`src/rtl/mem_port_arbiter.sv`:
```
// Arbitrates one single-port memory between the instruction-fetch path and the
// data load/store path. One access at a time: grant, hold the memory interface
// stable for LATENCY cycles, capture read data, then pulse the owner's ack.
// Ties go round-robin so neither requester can starve the other.
module mem_port_arbiter #(
  parameter int LATENCY = 2,  // 1..15
  parameter int AW      = 16,
  parameter int DW      = 16
) (
  input  logic          clk,
  input  logic          rst,
  input  logic          if_req,
  input  logic [AW-1:0] if_addr,
  output logic          if_ack,
  input  logic          dm_req,
  input  logic          dm_we,
  input  logic [AW-1:0] dm_addr,
  input  logic [DW-1:0] dm_wdata,
  output logic          dm_ack,
  output logic [DW-1:0] rdata,
  output logic          busy,
  output logic          mem_en,
  output logic          mem_we,
  output logic [AW-1:0] mem_addr,
  output logic [DW-1:0] mem_wdata,
  input  logic [DW-1:0] mem_rdata
);

  typedef enum logic [1:0] {
    IDLE   = 2'd0,
    ACCESS = 2'd1,
    RESP   = 2'd2
  } state_t;

  state_t          state;
  state_t          state_next;
  logic            owner;       // 1 = data path owns the access in flight
  logic            last_grant;  // 1 = data path was served last
  logic            grant_dm;    // requester chosen if a grant happens this cycle
  logic [AW-1:0]   lat_addr;
  logic            lat_we;
  logic [DW-1:0]   lat_wdata;
  logic [3:0]      cnt;

  // Pick the winner: a lone requester wins, a tie goes to whoever was not served last.
  // NOTE: every signal written in always_comb gets a default first, so no path leaves
  // it unassigned and no latch is inferred.
  always_comb begin
    grant_dm = dm_req;
    if (if_req && dm_req) grant_dm = ~last_grant;
  end

  // Next-state decode; req inputs only matter in IDLE.
  always_comb begin
    state_next = state;
    case (state)
      IDLE:    if (if_req || dm_req) state_next = ACCESS;
      ACCESS:  if (cnt == 4'd0)      state_next = RESP;
      RESP:                          state_next = IDLE;
      default:                       state_next = IDLE;
    endcase
  end

  // State register; reset abandons any access in flight without an ack.
  // NOTE: sequential state uses non-blocking assignments so every register
  // samples pre-edge values regardless of statement order.
  always_ff @(posedge clk or posedge rst) begin
    if (rst) state <= IDLE;
    else     state <= state_next;
  end

  // Grant latch, latency countdown and read-data capture.
  always_ff @(posedge clk or posedge rst) begin
    if (rst) begin
      owner      <= 1'b0;
      last_grant <= 1'b0;
      lat_addr   <= '0;
      lat_we     <= 1'b0;
      lat_wdata  <= '0;
      cnt        <= 4'd0;
      rdata      <= '0;
    end else begin
      if (state == IDLE && state_next == ACCESS) begin
        owner      <= grant_dm;
        last_grant <= grant_dm;
        lat_addr   <= grant_dm ? dm_addr : if_addr;
        lat_we     <= grant_dm & dm_we;  // fetches are always reads
        lat_wdata  <= grant_dm ? dm_wdata : '0;
        cnt        <= 4'(LATENCY - 1);
      end else if (state == ACCESS) begin
        if (cnt != 4'd0)  cnt   <= cnt - 4'd1;
        else if (!lat_we) rdata <= mem_rdata;  // stores leave rdata alone
      end
    end
  end

  // Outputs decode from state and latched registers only, never from req inputs.
  assign mem_en    = (state == ACCESS);
  assign mem_we    = mem_en & lat_we;
  assign mem_addr  = lat_addr;
  assign mem_wdata = lat_wdata;
  assign busy      = (state != IDLE);
  assign if_ack    = (state == RESP) & ~owner;
  assign dm_ack    = (state == RESP) & owner;

endmodule

```
`config.mk`:
```
export PLATFORM = sky130hd
export DESIGN_NAME = mem_port_arbiter
export DESIGN_NICKNAME = d
export VERILOG_FILES = /design/src/rtl/mem_port_arbiter.sv
export SDC_FILE = /design/constraint.sdc
export NUM_CORES = 1
export LEC_CHECK = 0
export CAP_MARGIN = 10
export CORE_ASPECT_RATIO = 1.2
export CORE_MARGIN = 3
export CORE_UTILIZATION = 31
export CTS_CLUSTER_DIAMETER = 80
export DETAILED_ROUTE_END_ITERATION = 10
export HOLD_SLACK_MARGIN = 0.06
export PLACE_DENSITY = 0.74
export SYNTH_ARGS = -nofsm -noshare
export SYNTH_HDL_FRONTEND = slang
export SYNTH_SLANG_ARGS = --single-unit
```
`constraint.sdc`:
```
create_clock -name clk -period 2.4 [get_ports clk]
set_clock_uncertainty 0.2 [all_clocks]
set_input_delay 0.48 -clock clk [delete_from_list [all_inputs] [get_ports clk]]
set_output_delay 0.48 -clock clk [all_outputs]
set_load 0.03 [all_outputs]
```
[Word-level counts from Yosys, hierarchy flattened]
Index checks and enable logic that the tools add are counted.
Widths: inputs -> output; s select.
Word-level totals
  register bits: 56
  input bits: 69
  output and inout bits: 53
  word-level logic and storage cells: 39
Operators by class
  add/sub/neg operators: 1
  equal/unequal tests: 3
  muxes and demuxes: 9
  bitwise logic cells: 8
  reduce and logical (&&, ||, !) cells: 11
Operators with widths (count)
  $mux 16: 2
  $mux 4: 3
  $reduce_bool 2->1: 3
  $and 1x1->1: 4
  $eq 2x1->1 const B: 2
  $logic_not 4->1: 1
  $mux 2: 2
  $not 1->1: 4
  $pmux 2 s2: 1
  $reduce_and 4->1: 1
  $reduce_bool 4->1: 1
  $sub 4x1->4 const B: 1
  $eq 2x2->1 const B: 1
  $logic_and 1x1->1: 2
  $logic_not 2->1: 1
  $reduce_and 2->1: 1
  $logic_or 1x1->1: 1
  $mux 1: 1

[Logic depth before layout (Yosys ltp)]
Gate-level depths: netlist of run 1.
  depth in word-level cells: 7
  mapped depth: 7
  depth with buffers taken out: 5

[Worst setup path before layout of run 1]
OpenSTA, ideal clock, no wires.
  path type: register to register
  start point: reg cnt[0]
  end point: reg rdata[0]
  library setup time: 125 ps
  data arrival time: 1922 ps
  data required time: 2075 ps
  slack: 153 ps
  stages on the path, launching flop included: 8
  path buffers: 2
  period minus slack after synthesis: 2247 ps
  path through: dfrtp_1 -> inv_1 -> ha_1 -> or3b_4 -> or3_1 -> buf_6 -> buf_12 -> mux2_4
Between the ends
  cells in the longest elaborated chain, start to end: 7
  elaborated cells between the ends (all ways): 9
  classes of those cells: 1 x eq/ne; 2 x mux; 2 x bitwise; 4 x reduce/logical
RTL lines
  start, declared: line 43  | logic [3:0] cnt;
  start signal, assigned: line 89  | cnt <= 4'(LATENCY - 1);
  start signal, assigned: line 91  | if (cnt != 4'd0) cnt <= cnt - 4'd1;
  $logic_not 4->1: line 58  | ACCESS: if (cnt == 4'd0) state_next = RESP;
  $mux 2: line 58
  $pmux 2 s2: line 56  | case (state)
  $eq 2x1->1: line 83  | if (state == IDLE && state_next == ACCESS) begin
  $logic_and 1x1->1: line 83
  $not 1->1 (no source line)
  $reduce_and 4->1 (no source line) *
  end signal, assigned: line 92  | else if (!lat_we) rdata <= mem_rdata;
  end, declared: line 20  | output logic [DW-1:0] rdata,
Mark *: on every way between the ends. The rest lies on a longest branch, timed or not.
A chain may end at the register's enable or synchronous reset.

[Worst setup path in the final report of run 1]
  start point: reg state[0]
  end point: out dm_ack
Between the ends
  cells in the longest elaborated chain, start to end: 2
RTL lines
  start, declared: line 35  | state_t state;
  start signal, assigned: line 69  | else state <= state_next;
  $eq 2x2->1: line 104  | assign dm_ack = (state == RESP) & owner;
  $and 1x1->1: line 104
  end, declared: line 19  | output logic dm_ack,
Every way passes these cells.

==> results of run 1 <==
[synth_stat cells]
cell / count
a21boi_0: 2
a21o_1: 1
a22o_1: 17
a31o_2: 1
and2_1: 1
and3b_1: 1
buf_12: 1
buf_2: 3
buf_6: 1
clkbuf_1: 8
dfrtp_1: 56
ha_1: 2
inv_1: 5
mux2_2: 7
mux2_4: 10
mux2i_1: 16
nand2_1: 1
nand2b_1: 1
nor2_1: 2
nor2b_1: 2
nor3b_1: 2
nor4_1: 1
o21ai_0: 34
o221ai_1: 1
o22ai_1: 1
or2_2: 3
or3_1: 1
or3b_4: 1
or4_2: 1
or4b_2: 1
[where the power goes]
| group | internal, mW | switching, mW | total [mW] |
|---|---|---|---|
| Sequential | 1.41 | 0.264 | 1.67 |
| Combinational | 1.42 | 1.62 | 3.04 |
| Clock | 0.208 | 0.321 | 0.528 |
| Total | 3.04 | 2.20 | 5.24 |
[cells by family after synthesis]
group	Yosys count	synth area share [%]
multiplexers	33	16.2
flip-flops	56	58.5
buffers and inverters	18	3.97
AND/OR/NAND/NOR	18	5.06
AO/OA/AOI/OAI	57	15.2
adder cells (fa/ha/maj)	2	1.04
[per-layer routing]
layer	up-vias	GRT usage [%]	wire length, µm
li1	907	-	-
met1	925	17.2	2540
met2	84	23.0	2870
met3	5	4.35	501
met4	0	3.48	54
met5	-	0	0
[worst register-to-register path, delay by kind of cell (launching register included)]
family,cells,cell delay [ns]
buf+inv,2,0.28
simple gates,2,0.79
fa+ha+maj,1,0.20
mux,1,0.31
flops,1,0.39
[worst max-delay path by stage]
stage	start	to	slack (ns)	depth (start not counted)
global route	state[0]	dm_ack	0.03	2
global placement	cnt[0]	rdata[2]	0.19	6
detailed placement	cnt[0]	rdata[3]	0.15	6
CTS	state[1]	mem_en	0.02	3
finish	state[0]	dm_ack	0.11	2
floorplan	cnt[0]	rdata[0]	0.15	7
[cell usage in the layout (no fill, tap or decap), drive strengths merged, types with 2 or more instances in the layout]
master and count:
clkbuf 5, nor2 2, a21boi 2, mux2 17
mux2i 16, nor3b 2, dlygate4sd2 2, buf 8
inv 5, ha 2, clkinvlp 2, clkdlybuf4s50 117
nor2b 2, dlymetal6s2s 2, o21ai 34, a22o 17
or2 3, dfrtp 56
[state kept, by name, summed over array words and instances, names as in the netlist]
register	count
rdata	16
last_grant	1
mem_wdata	16
cnt	4
mem_addr	16
lat_we	1
state	2
[final cells by class]
type	count	area [µm²]
fill	691	3570
tap	90	113
inverter	5	18.8
clock buffer	5	68.8
sequential	56	1400
timing repair buffer	129	1300
multi-input combinational	110	905
clock inverter	3	23.8
[timing repair]
action	CTS	global route
resized for setup	2	2
setup buffers	0	0
setup endpoints to repair	2	2
[through the flow]
stage               cells  worst slack, ns
floorplan             184            0.153
global placement      390            0.187
detailed placement    390            0.149
CTS                   398           0.0231
global route          398           0.0326
finish                398            0.110
==> results.cfg, run 1 <==
[logic_synthesis]
ys_ff_latch = 56
yosysTopAreaCell = dfrtp_1
synth_top_cell_area_share_pct = 58.5
yosysWarnings = 0
synth.area.top_cells = dfrtp_1, o21ai_0, mux2i_1, mux2_4, a22o_1
syn_area_mm2 = 0.00240
syn-instance-count = 184
synth-seq-area-share_pct = 58.5
synth_cell_types = 30
syn_area_per_cell_um2 = 13.0
synth_nets = 255

[detailed_routing]
vias_per_cell = 4.83
route.final.wire_length_mm = 5.97
dr.pass1.iters = 4
wl_per_cell_um = 15.0
ant_nets = 0
drtIter0Drc = 74
vias = 1921
drc_errors = 0

[clock_tree]
cts_sinks = 56
cts_buffers = 5
clk_latency_ns = 0.31
cts_hold_buffers = 0
clockBufferDepth = 2
h-tree-depth = 2
root_buffer = clkbuf_8
path_clk_slew_ns = 0.10
cts_tree = yes

[floorplan]
row_count = 34
die_w_um = 86.3
core_mm2 = 0.00740
die_h_um = 102
die_area_mm2 = 0.00883
initial_core_util_pct = 32.4
pin_count = 122

[worst_setup_path]
cp-start-kind = flip-flop
regToRegStartpoint = cnt[0]
worstSetupEndpointType = output pin
cp.required_ns = 1.72
slowest_stage = clkdlybuf4s50_1
rrSetupSlack_ns = 0.14
path_delay_family = buffers and inverters
worstSetupPathType = flip-flop to output pin
ff2ff_path_depth = 6
timing.rr.end = rdata[3]
path_cells = and3b_1 > clkdlybuf4s50_1
crit_arrival_ns = 1.61
max_stage_delay_ns = 0.66
crit_buf_inv = 1
worst-path-max-fanout = 5

[timing]
relSlewSlack_pct = 57.0
maxSlewViolCount = 0
rsz0062_at_grt = false
fmax_mhz = 437
worst_slew_pin_slew_ns = 0.644
finalCritPeriodShare_pct = 95.4
hold_viol = 0
setup_viol = 0
period_minus_slack_ns = 2.29
final.setup.tns_ns = 0
hold_slack_ns = 0.311

[global_route]
grt_pass1_wl_mm = 9.64
grt_pass1_vias = 2029
grt_max_degree = 57
grt-ovfl-total = 0
antenna_found_initial = 0
track_usage_pct = 13.7

[layout]
final_area_mm2 = 0.00383
areaGrowthSynthToFinish_pct = 59.7
drive_above_1_share_pct = 13.6
fin_nets = 378
antenna_cells = 0
final_core_util_pct = 51.7

[min_path]
min_path_type = flip-flop to flip-flop
min_delay_path_depth = 1
hold_end = rdata[13]
min_from = rdata[13]

[placement]
globalplace.congestion = 0.763
hpwl_mm = 4.40
io_buffer_count = 121
placed_area_mm2 = 0.00373

[outcome]
outcome = finished clean

[power_and_ir_drop]
power.total_mw = 5.24
leakagePower_nw = 1.69
vdd_drop_max_mv = 0.727
power.density_mw_per_mm2 = 1370

[run]
cap_violations = 0
Note: power is estimated with default switching activity, not from simulation.
==> inputs of run 2 (changes only) <==
--- a/config.mk
+++ b/config.mk
@@ -5,13 +5,12 @@
 export SDC_FILE = /design/constraint.sdc
 export NUM_CORES = 1
 export LEC_CHECK = 0
-export CAP_MARGIN = 10
 export CORE_ASPECT_RATIO = 1.2
 export CORE_MARGIN = 3
 export CORE_UTILIZATION = 31
 export CTS_CLUSTER_DIAMETER = 80
 export DETAILED_ROUTE_END_ITERATION = 10
-export HOLD_SLACK_MARGIN = 0.06
+export HOLD_SLACK_MARGIN = 0.1
 export PLACE_DENSITY = 0.74
 export SYNTH_ARGS = -nofsm -noshare
 export SYNTH_HDL_FRONTEND = slang
==> results of run 2 <==
No change in the layout: final DEF, timing and power equal those of run 1.
==> inputs of run 3 (changes only) <==
--- a/config.mk
+++ b/config.mk
@@ -6,7 +6,7 @@
 export NUM_CORES = 1
 export LEC_CHECK = 0
 export CORE_ASPECT_RATIO = 1.2
-export CORE_MARGIN = 3
+export CORE_MARGIN = 5
 export CORE_UTILIZATION = 31
 export CTS_CLUSTER_DIAMETER = 80
 export DETAILED_ROUTE_END_ITERATION = 10
==> results.cfg, run 3 (same netlist as run 1, synthesis figures left out) <==
[layout]
areaGrowthSynthToFinish_pct = 60.4
drive_above_1_share_pct = 13.9
antenna_cells = 0
final_cell_mix = clkdlybuf4s50_1, dfrtp_1, o21ai_0, a22o_1, mux2i_1
mostFrequentLayoutCell = clkdlybuf4s50_1
fin_nets = 379

[timing]
hold_viol = 0
setup_viol = 0
relSlewSlack_pct = 76.8
fmax_mhz = 435
final.setup.tns_ns = 0
finalCritPeriodShare_pct = 95.7
hold_slack_ns = 0.312
rsz0062_at_grt = false
maxSlewViolCount = 0
period_minus_slack_ns = 2.30
finalWorstSetupSlack_ns = 0.103
worst_slew_pin_slew_ns = 0.347

[placement]
preCtsSetupSlack_ns = 0.123
globalplace.congestion = 0.749
hpwl_mm = 4.95
io_buffer_count = 121

[worst_setup_path]
cp.required_ns = 1.72
crit_arrival_ns = 1.62
slowest_stage = clkdlybuf4s50_1
crit_cells = 2
crit_buf_inv = 1
path_delay_family = buffers and inverters
worstSetupPathType = flip-flop to output pin
worst-path-max-fanout = 4
path_cells = nor3b_1 > clkdlybuf4s50_1
worstSetupEndpointType = output pin
ff2ff_path_depth = 6
max_stage_delay_ns = 0.69
cp-start-kind = flip-flop

[detailed_routing]
vias_per_cell = 4.83
drtIter0Drc = 50
route.final.wire_length_mm = 6.36
vias = 1935
wl_per_cell_um = 15.9
drc_errors = 0
dr.pass1.iters = 4
ant_nets = 0

[clock_tree]
cts_hold_buffers = 0
cts_sinks = 56
h-tree-depth = 2
root_buffer = clkbuf_8
path_clk_slew_ns = 0.10
cts_buffers = 5
clockBufferDepth = 2
clk_latency_ns = 0.30
cts_tree = yes

[outcome]
outcome = finished clean

[floorplan]
core_mm2 = 0.00762
die_h_um = 106
row_count = 35
initial_core_util_pct = 31.5
pin_count = 122
die_area_mm2 = 0.00960
die_w_um = 90.3

[global_route]
grt_pass1_vias = 1936
grt_max_degree = 57
grt-ovfl-total = 0
track_usage_pct = 13.1
grt_pass1_wl_mm = 10.2
antenna_found_initial = 0

[min_path]
min_path_type = flip-flop to flip-flop
min_delay_path_depth = 1

[power_and_ir_drop]
vdd_drop_max_mv = 0.734
leakagePower_nw = 1.67
power.density_mw_per_mm2 = 1370

[run]
cap_violations = 0
## run 3: cell count changes in the layout (fill, tap and decap cells not counted)
cell / previous run / this run
buf_12: 2 / 3
dlygate4sd2_1: 2 / 3
dlymetal6s2s_1: 2 / 0
clkdlybuf4s50_1: 117 / 118
## run 3: what timing repair did
action                                 4_1_cts  5_1_grt
resized for setup                            3        0
setup endpoints to repair                    3        0
endpoints found under the hold margin        0        0
setup buffers                                0        0
## run 3: metal layers
layer,wire [µm],vias up,GRT usage [%]
met4,40,0,3.30
met5,0,-,0
met2,3090,89,22.8
met3,622,5,5.38
met1,2600,923,14.9
li1,-,918,-
## run 3: area by class of cell
type / count / area (µm²)
Timing Repair Buffer: 130 / 1310
Multi-Input combinational cell: 110 / 905
Tap cell: 92 / 115
Clock inverter: 3 / 23.8
Sequential cell: 56 / 1400
Clock buffer: 5 / 68.8
Inverter: 5 / 18.8
Fill cell: 705 / 3770
## run 3: worst register-to-register path, delay by kind of cell (launching register included)
family,cells,cell delay [ns]
and+or+nand+nor,2,0.80
DFF,1,0.39
muxes,1,0.30
buffers and inverters,2,0.29
adders and majority gates,1,0.21
## run 3: final timing paths
kind | slack (ns) | to | from
worst max-delay path | 0.10 | if_ack | last_grant
worst max register to register | 0.11 | rdata[2] | cnt[0]
max in group asynchronous | 1.40 | rdata[15] | rst
min in group asynchronous | 0.32 | mem_wdata[13] | rst
worst min register to register | 0.31 | mem_wdata[0] | mem_wdata[0]
worst min-delay path | 0.31 | mem_wdata[0] | mem_wdata[0]
## run 3: through the flow
step,instance area (µm²),instances,utilization [%],power [mW]
CTS,3840,401,50.5,5.35
finish,3840,401,50.5,5.27
global placement,3760,393,49.3,4.76
floorplan,2400,184,-,3.52
global route,3840,401,50.5,5.60
detailed placement,3760,393,49.3,4.84
## run 3: power by group
part | leakage, nW | switching, mW | internal [mW] | total (mW)
Sequential | 0.692 | 0.260 | 1.41 | 1.67
Clock | 0.0404 | 0.316 | 0.208 | 0.524
Combinational | 0.938 | 1.64 | 1.44 | 3.08
Total | 1.67 | 2.22 | 3.05 | 5.27
